[src/rtl/codec_cfg_seq.sv]
// ---------------------------------------------------------------------------
// codec_cfg_seq
//
// Walks a table of 16-bit configuration words held in an external ROM and
// issues each one as an I2C register write to a single codec device.  Every
// word is split into an 8-bit register address [15:8] and 8-bit data [7:0].
// A programmable idle gap separates transfers.  A NACKed word can be re-sent
// a bounded number of times.  The run ends in DONE (all words ACKed) or in
// ERROR (unrecoverable NACK).
//
// Optional feature macro: CFG_SEQ_RETRY_EN
//   defined   : a NACKed word is re-fetched and re-sent after the gap, up to
//               MAX_RETRY times, before the run aborts.
//   undefined : no retry counter; the first NACK aborts the run.
//
// Parameters
//   N_WORDS    number of table words sent per run (1..2**ADDR_W)
//   ADDR_W     width of the table index / rom_addr
//   DEV_ADDR   7-bit I2C device address
//   GAP_CYCLES idle clocks between a finished transfer and the next fetch
//   MAX_RETRY  re-sends allowed per word after a NACK
//
// Ports
//   clk          system clock, rising edge
//   reset_n      asynchronous active-low reset
//   start        begin a run from word 0 (honoured in IDLE, DONE, ERROR)
//   rom_addr     table index presented to the ROM
//   rom_data     ROM word, valid one cycle after rom_addr changes
//   i2c_req      transfer request, held until i2c_busy is seen high
//   i2c_busy     I2C master busy
//   i2c_nack     NACK flag, valid in the cycle i2c_busy falls
//   i2c_dev_addr constant DEV_ADDR
//   i2c_wr_rd    constant 0 (write)
//   i2c_reg_addr latched register address of the current word
//   i2c_data     latched data byte of the current word
//   cfg_busy     sequencer active
//   cfg_done     run completed with every word ACKed
//   cfg_error    run aborted on an unrecoverable NACK
//   err_index    index of the word that failed
// ---------------------------------------------------------------------------
module codec_cfg_seq #(
    parameter int          N_WORDS    = 10,
    parameter int          ADDR_W     = 4,
    parameter logic [6:0]  DEV_ADDR   = 7'h1A,
    parameter int          GAP_CYCLES = 16,
    parameter int          MAX_RETRY  = 3
) (
    input  logic              clk,
    input  logic              reset_n,
    input  logic              start,
    output logic [ADDR_W-1:0] rom_addr,
    input  logic [15:0]       rom_data,
    output logic              i2c_req,
    input  logic              i2c_busy,
    input  logic              i2c_nack,
    output logic [6:0]        i2c_dev_addr,
    output logic              i2c_wr_rd,
    output logic [7:0]        i2c_reg_addr,
    output logic [7:0]        i2c_data,
    output logic              cfg_busy,
    output logic              cfg_done,
    output logic              cfg_error,
    output logic [ADDR_W-1:0] err_index
);

    // The gap counter only has to hold GAP_CYCLES-1.
    localparam int                GAP_W    = (GAP_CYCLES > 1) ? $clog2(GAP_CYCLES) : 1;
    localparam logic [GAP_W-1:0]  GAP_LOAD = (GAP_CYCLES > 0) ? GAP_W'(GAP_CYCLES - 1) : '0;
    localparam logic [ADDR_W-1:0] LAST_IDX = ADDR_W'(N_WORDS - 1);

`ifdef CFG_SEQ_RETRY_EN
    localparam int                RETRY_W   = (MAX_RETRY > 0) ? $clog2(MAX_RETRY + 1) : 1;
    localparam logic [RETRY_W-1:0] RETRY_MAX = RETRY_W'(MAX_RETRY);
`endif

    typedef enum logic [2:0] {
        S_IDLE,
        S_FETCH,
        S_LATCH,
        S_REQ,
        S_WAIT,
        S_GAP,
        S_DONE,
        S_ERROR
    } state_t;

    state_t            state;
    state_t            state_next;
    logic [ADDR_W-1:0] index;
    logic [GAP_W-1:0]  gap_cnt;

    logic run_clear;
    logic index_inc;
    logic gap_load;
    logic err_capture;

`ifdef CFG_SEQ_RETRY_EN
    logic [RETRY_W-1:0] retry_cnt;
    logic               retry_inc;
`endif

    // State register.
    always_ff @(posedge clk or negedge reset_n) begin
        if (!reset_n) begin
            state <= S_IDLE;
        end else begin
            state <= state_next;
        end
    end

    // Next-state logic and datapath strobes.  A completed transfer either
    // moves on to the next word or re-sends the current one; both paths go
    // through the settle gap, which is skipped entirely when it is zero.
    always_comb begin
        state_next  = state;
        run_clear   = 1'b0;
        index_inc   = 1'b0;
        gap_load    = 1'b0;
        err_capture = 1'b0;
`ifdef CFG_SEQ_RETRY_EN
        retry_inc   = 1'b0;
`endif
        case (state)
            S_IDLE, S_DONE, S_ERROR: begin
                if (start && !i2c_busy) begin
                    state_next = S_FETCH;
                    run_clear  = 1'b1;
                end
            end
            S_FETCH: state_next = S_LATCH;
            S_LATCH: state_next = S_REQ;
            S_REQ: begin
                if (i2c_busy) begin
                    state_next = S_WAIT;
                end
            end
            S_WAIT: begin
                if (!i2c_busy) begin
                    if (!i2c_nack) begin
                        if (index == LAST_IDX) begin
                            state_next = S_DONE;
                        end else begin
                            index_inc  = 1'b1;
                            state_next = (GAP_CYCLES == 0) ? S_FETCH : S_GAP;
                            gap_load   = (GAP_CYCLES != 0);
                        end
`ifdef CFG_SEQ_RETRY_EN
                    end else if (retry_cnt < RETRY_MAX) begin
                        retry_inc  = 1'b1;
                        state_next = (GAP_CYCLES == 0) ? S_FETCH : S_GAP;
                        gap_load   = (GAP_CYCLES != 0);
`endif
                    end else begin
                        err_capture = 1'b1;
                        state_next  = S_ERROR;
                    end
                end
            end
            S_GAP: begin
                if (gap_cnt == '0) begin
                    state_next = S_FETCH;
                end
            end
            default: state_next = S_IDLE;
        endcase
    end

    // Word index, gap counter, latched word and failing-index capture.
    always_ff @(posedge clk or negedge reset_n) begin
        if (!reset_n) begin
            index        <= '0;
            gap_cnt      <= '0;
            i2c_reg_addr <= '0;
            i2c_data     <= '0;
            err_index    <= '0;
        end else begin
            if (run_clear) begin
                index <= '0;
            end else if (index_inc) begin
                index <= index + ADDR_W'(1);
            end

            if (gap_load) begin
                gap_cnt <= GAP_LOAD;
            end else if (state == S_GAP && gap_cnt != '0) begin
                gap_cnt <= gap_cnt - GAP_W'(1);
            end

            if (state == S_LATCH) begin
                i2c_reg_addr <= rom_data[15:8];
                i2c_data     <= rom_data[7:0];
            end

            if (err_capture) begin
                err_index <= index;
            end
        end
    end

`ifdef CFG_SEQ_RETRY_EN
    // Retry count is per word: cleared on run start and on every ACK.
    always_ff @(posedge clk or negedge reset_n) begin
        if (!reset_n) begin
            retry_cnt <= '0;
        end else if (run_clear || index_inc) begin
            retry_cnt <= '0;
        end else if (retry_inc) begin
            retry_cnt <= retry_cnt + RETRY_W'(1);
        end
    end
`endif

    // Moore outputs decoded from state or driven straight from registers.
    assign rom_addr     = index;
    assign i2c_req      = (state == S_REQ);
    assign i2c_dev_addr = DEV_ADDR;
    assign i2c_wr_rd    = 1'b0;
    assign cfg_busy     = (state != S_IDLE) && (state != S_DONE) && (state != S_ERROR);
    assign cfg_done     = (state == S_DONE);
    assign cfg_error    = (state == S_ERROR);

endmodule

[config.mk]
export PLATFORM = sky130hd
export DESIGN_NAME = codec_cfg_seq
export DESIGN_NICKNAME = d
export VERILOG_FILES = /design/src/rtl/codec_cfg_seq.sv
export SDC_FILE = /design/constraint.sdc
export NUM_CORES = 1
export LEC_CHECK = 0
export ABC_AREA = 1
export CAP_MARGIN = 20
export CORE_MARGIN = 2
export CORE_UTILIZATION = 40
export CTS_BUF_LIST = sky130_fd_sc_hd__clkbuf_16
export DETAILED_ROUTE_END_ITERATION = 16
export MAX_ROUTING_LAYER = met4
export PLACE_DENSITY = 0.77
export SYNTH_ARGS = -nofsm -noshare
export SYNTH_HDL_FRONTEND = slang
export SYNTH_SLANG_ARGS = --single-unit
[constraint.sdc]
create_clock -name clk -period 1.3 [get_ports clk]
set_input_delay 0.26 -clock clk [delete_from_list [all_inputs] [get_ports clk]]
set_output_delay 0.26 -clock clk [all_outputs]
set_load 0.02 [all_outputs]
### Word level (Yosys, flattened, before mapping)

Cells that the tools add are included.
W data, S select, Z words.

* bits in registers: 31
* bits of input ports: 21
* output and inout bits: 36

* $add $sub $neg: 2
* equal/unequal tests: 14
* muxes and demuxes: 20
* reduce and logical (&&, ||, !) cells: 13

Operators by type and width (count)
* $pmux W3 S6: 1
* $mux W4: 4
* $mux W3: 5
* $eq A3 B3 Y1 const B: 4
* $mux W1: 9
* $eq A3 B2 Y1 const B: 2
* $ne A2 B2 Y1 const B: 3
* $ne A3 B3 Y1 const B: 2
* $add A4 B1 Y4 const B: 1
* $eq A4 B4 Y1 const B: 1
* $logic_and A1 B1 Y1: 4
* $logic_not A4 Y1: 1
* $reduce_and A4 Y1: 1
* $reduce_bool A2 Y1: 2
* $reduce_bool A4 Y1: 1
* $sub A4 B1 Y4 const B: 1
* $eq A3 B1 Y1 const B: 1
* $logic_not A3 Y1: 1
* $reduce_bool A3 Y1: 1
* $reduce_or A3 Y1: 1
* $mux W2: 1
* $ne A2 B1 Y1 const B: 1
* $logic_not A1 Y1: 1

### Logic depth before layout (Yosys ltp)

* depth after elaboration: 7
* depth in mapped cells: 10
* gate-level depth less buffers: 10

### Least setup slack after synthesis

No wires, ideal clock.

* kind: reg-to-reg
* from: register index[1], in the netlist rom_addr[1]
* to: register state[1]
* setup time: 117 ps
* arrival time: 1206 ps
* setup slack: -23 ps
* stages on the path, launching flop included: 9
* path through: dfrtp_1 inv_1 ha_1 nand3_1 nand2_1 nand2_1 o21ai_0 nand2_1 nand2_1

* longest elaborated chain between the ends: 5

RTL lines
* start: declaration: RTL line 89 `logic [ADDR_W-1:0] index;`
* start signal: assignment: RTL line 180 `index <= index + ADDR_W'(1);`
* $eq A4 B4 Y1: RTL line 140 `if (index == LAST_IDX) begin`
* $mux W2: RTL line 140
* $mux W3: RTL line 139 `if (!i2c_nack) begin`
* $mux W3: RTL line 138 `if (!i2c_busy) begin`
* $pmux W3 S6: RTL line 123 `case (state)`
* end signal: assignment: RTL line 107 `state <= state_next;`
* end: declaration: RTL line 87 `state_t state;`

No other way between the ends. The select of a mux whose other input is x is not followed.
A chain may end at the register's enable or synchronous reset.

### Worst setup path after layout

* from: register state[0]
* to: register gap_cnt[1]

* longest elaborated chain between the ends: 3
* elaborated cells on any way between the ends: 6
* classes of those cells: eq/ne (2); mux (2); reduce/logical (2)

RTL lines
* $eq A3 B3 Y1 (on tied branches): RTL line 123, 185
* $mux W1 or $logic_and A1 B1 Y1 (tied branches): RTL line 123, 185
* $mux W4 or $reduce_bool A2 Y1 (tied branches)
* end signal: assignment: RTL line 186 `gap_cnt <= gap_cnt - GAP_W'(1);`
* end: declaration: RTL line 90 `logic [GAP_W-1:0] gap_cnt;`

Parallel ways exist; a longest one is shown, timed or not.

==> metrics <==
CP cell instances buf_6 > nor2_4 > nand2_2 > nor2_4 > nand3_4 > buf_6 > o211ai_1; CTS tree yes; xor/xnor share of the synthesized area 1.12%; routed vias roughly 1500; num ports 57; Cell variety after synth 24; reg2reg path depth 7; slack of the critical path -0.160 ns; drt total wl 4.43 mm; Via density 4.89; initial antenna violation count 0; achievable frequency around 0.68 GHz; Worst Setup End Kind register; die area 4420 µm²; mux cell area share after synthesis ~12%; vias in the first global route 1376; Gate Count Post-Synth 162; Final min period 1.46 ns; Tcrit/Tclk final 112%; DRC errors left 0; area grow syn2layout 73.7%; pre-CTS worst setup slack -0.256 ns; CTS root buf clkbuf_16; Global Route Usage Sum 19.6%; hpwl dp 2.47 mm; router iterations before antenna repair 4; PD cells 2440 nW/µm²; Crit Path Class register to register; first-pass GRT wire length 6.29 mm; r2r endpoint gap_cnt[1]$_DFFE_PN0P_; Reg-to-Reg Start state[0]$_DFFE_PN0P_; RSZ-0062 raised after global routing yes; Fin. Hold Viols 0; utilization after layout 72.9%; Post-Syn Area 1560 µm²; VDD IR max approximately 1.4 mV; CP Max Fanout 8; synth warn 0; Die Ht 66.5 µm; Core Box Area approximately 3700 µm²; share of cells above drive strength 1 roughly two fifths; Ant. Diodes 0; Hold-fix buffers, CTS 0; Crit path arrival time 1.64 ns; wire per inst 14.8 µm; clock skew 0.00451 ns; setup TNS -2.97 ns; Max Cap Viol 0; Starting DRT DRC Count 77; Synth Area in Compound Gates roughly 3.7%; Leak 1.38 nW; Pins Over Slew Limit 0; syn avg cell area ~9.6 µm²; status finished, violations left; Simple-Gate Fraction of Synth Area 21.9%; pin count of the biggest net entering global routing 32; RePlAce Congestion approximately 0.79; CTS clock-pin slew for the worst setup and hold paths 0.05 ns; Setup crit start state[0]$_DFFE_PN0P_; R2R Setup Slk -0.16 ns; IO Port Bufs 48; critical path data required time 1.48 ns; Remaining Overflow, GRT 0; slowest stage delay, CP 0.43 ns; startpoint types register; Num CTS Buffers 5; Final nets 273; failing checks setup timing; FF+latch count, synth 31; Setup Viol. Count Final 35; sequential area share after synthesis 49.7%; largest family of logic cells by synthesized area simple AND/OR/NAND/NOR gates; H-tree depth 2; Worst path slowest cell dfrtp_2; clk buf depth 2; post-route ant nets 0; starting density of the core a little over two fifths; CTS Sinks 31; Hold Crit Class primary input to async pin; Clock Latency Late Sink 0.27 ns; row count 22; Synth Area in Adders 2.41%; Die Span X approximately 66 µm
worst max-delay path: cells and delay by family, from the launching register on:
| kind | cells | cell delay, ns |
|---|---|---|
| buffers and inverters | 2 | 0.30 |
| AND/OR/NAND/NOR | 4 | 0.55 |
| flip-flops | 1 | 0.43 |
| AO/OA/AOI/OAI | 1 | 0.08 |
stage by stage:
stage          hold WS (ns)  power, mW  cell area (µm²)  cells
6_report              0.359       6.61             2710    298
5_1_grt               0.368       6.96             2710    298
4_1_cts               0.365       6.02             2540    290
3_5_place_dp          0.461       4.39             2200    272
3_3_place_gp          0.456       4.31             2200    272
2_1_floorplan       -0.0356       3.19             1590    168
cell usage after synthesis, drive strengths merged:
cell | instances | area share (%)
nand2 | 38 | 9.6
dfrtp | 31 | 50
nand3 | 19 | 8.0
inv | 17 | 4.1
mux2 | 16 | 12
buf | 10 | 5.1
nor2 | 10 | 3.0
o21ai | 8 | 2.6
ha | 3 | 2.4
a21oi | 2 | 0.64
conb | 2 | 0.48
xor2 | 2 | 1.1
nand3b | 1 | 0.48
nand4 | 1 | 0.40
nor3 | 1 | 0.32
o211ai | 1 | 0.48
logic make-up (layout without fill, tap and decap cells):
group	Yosys count	in the layout
AOI/OAI and AO/OA	11	11
xor gates and xnor gates	2	2
adders and majority gates	3	3
buffers and inverters	27	108
DFF	31	31
muxes	16	16
other	2	8
and+or+nand+nor	70	71
worst max path at each step:
| stage | to | slack [ns] | cells past startpoint |
|---|---|---|---|
| finish | gap_cnt[1]$_DFFE_PN0P_ | -0.16 | 7 |
| global route | rom_addr[3]$_DFFE_PN0P_ | -0.23 | 8 |
| CTS | cfg_busy | -0.15 | 4 |
| detailed placement | cfg_busy | -0.26 | 3 |
| global placement | cfg_done | -0.27 | 3 |
| floorplan | state[0]$_DFFE_PN0P_ | 0.01 | 10 |
power by group:
part | switching [mW] | internal [mW] | total (mW)
Sequential | 0.258 | 1.40 | 1.66
Clock | 0.394 | 0.891 | 1.29
Combinational | 1.85 | 1.81 | 3.66
Total | 2.50 | 4.10 | 6.61
cell type report:
type / instances / area, µm²
clock buffer: 5 / 125
clock inverter: 3 / 38.8
fill: 257 / 1010
inverter: 17 / 71.3
multi-input combinational: 111 / 872
sequential: 31 / 781
tap: 48 / 60.1
timing repair buffer: 83 / 762
sequential cells by signal (all words and copies together) (netlist names):
name	count
i2c_reg_addr	8
err_index	4
rom_addr	4
state	3
i2c_data	8
gap_cnt	4
routing by layer:
layer | vias up | GRT usage, % | wire [µm]
met3 | 4 | 4.22 | 218
met1 | 718 | 22.3 | 1850
met5 | - | - | 0
li1 | 691 | - | -
met2 | 43 | 34.6 | 2340
met4 | 0 | 5.61 | 20
cell usage in the layout, fill, tap and decap left out, drive strengths merged:
cell type | netlist | final
nand2 | 38 | 38
nor2 | 10 | 10
nand3b | 1 | 1
nor3 | 1 | 1
buf | 10 | 39
conb | 2 | 8
bufinv | 0 | 1
ha | 3 | 3
xor2 | 2 | 2
clkdlybuf4s50 | 0 | 20
clkdlybuf4s15 | 0 | 1
inv | 17 | 17
a21oi | 2 | 2
mux2 | 16 | 16
nand4 | 1 | 1
dfrtp | 31 | 31
o21ai | 8 | 8
dlygate4sd2 | 0 | 23
clkinv | 0 | 2
nand3 | 19 | 20
o211ai | 1 | 1
clkbuf | 0 | 5
timing repair:
action / 4_1_cts / 5_1_grt
pin swaps: 14 / 16
setup endpoints to repair: 59 / 36
gates resized for setup: 81 / 34
buffers inserted: 9 / 8
cloned: 1 / 0
No activity file was read; power rests on OpenSTA's default activity.
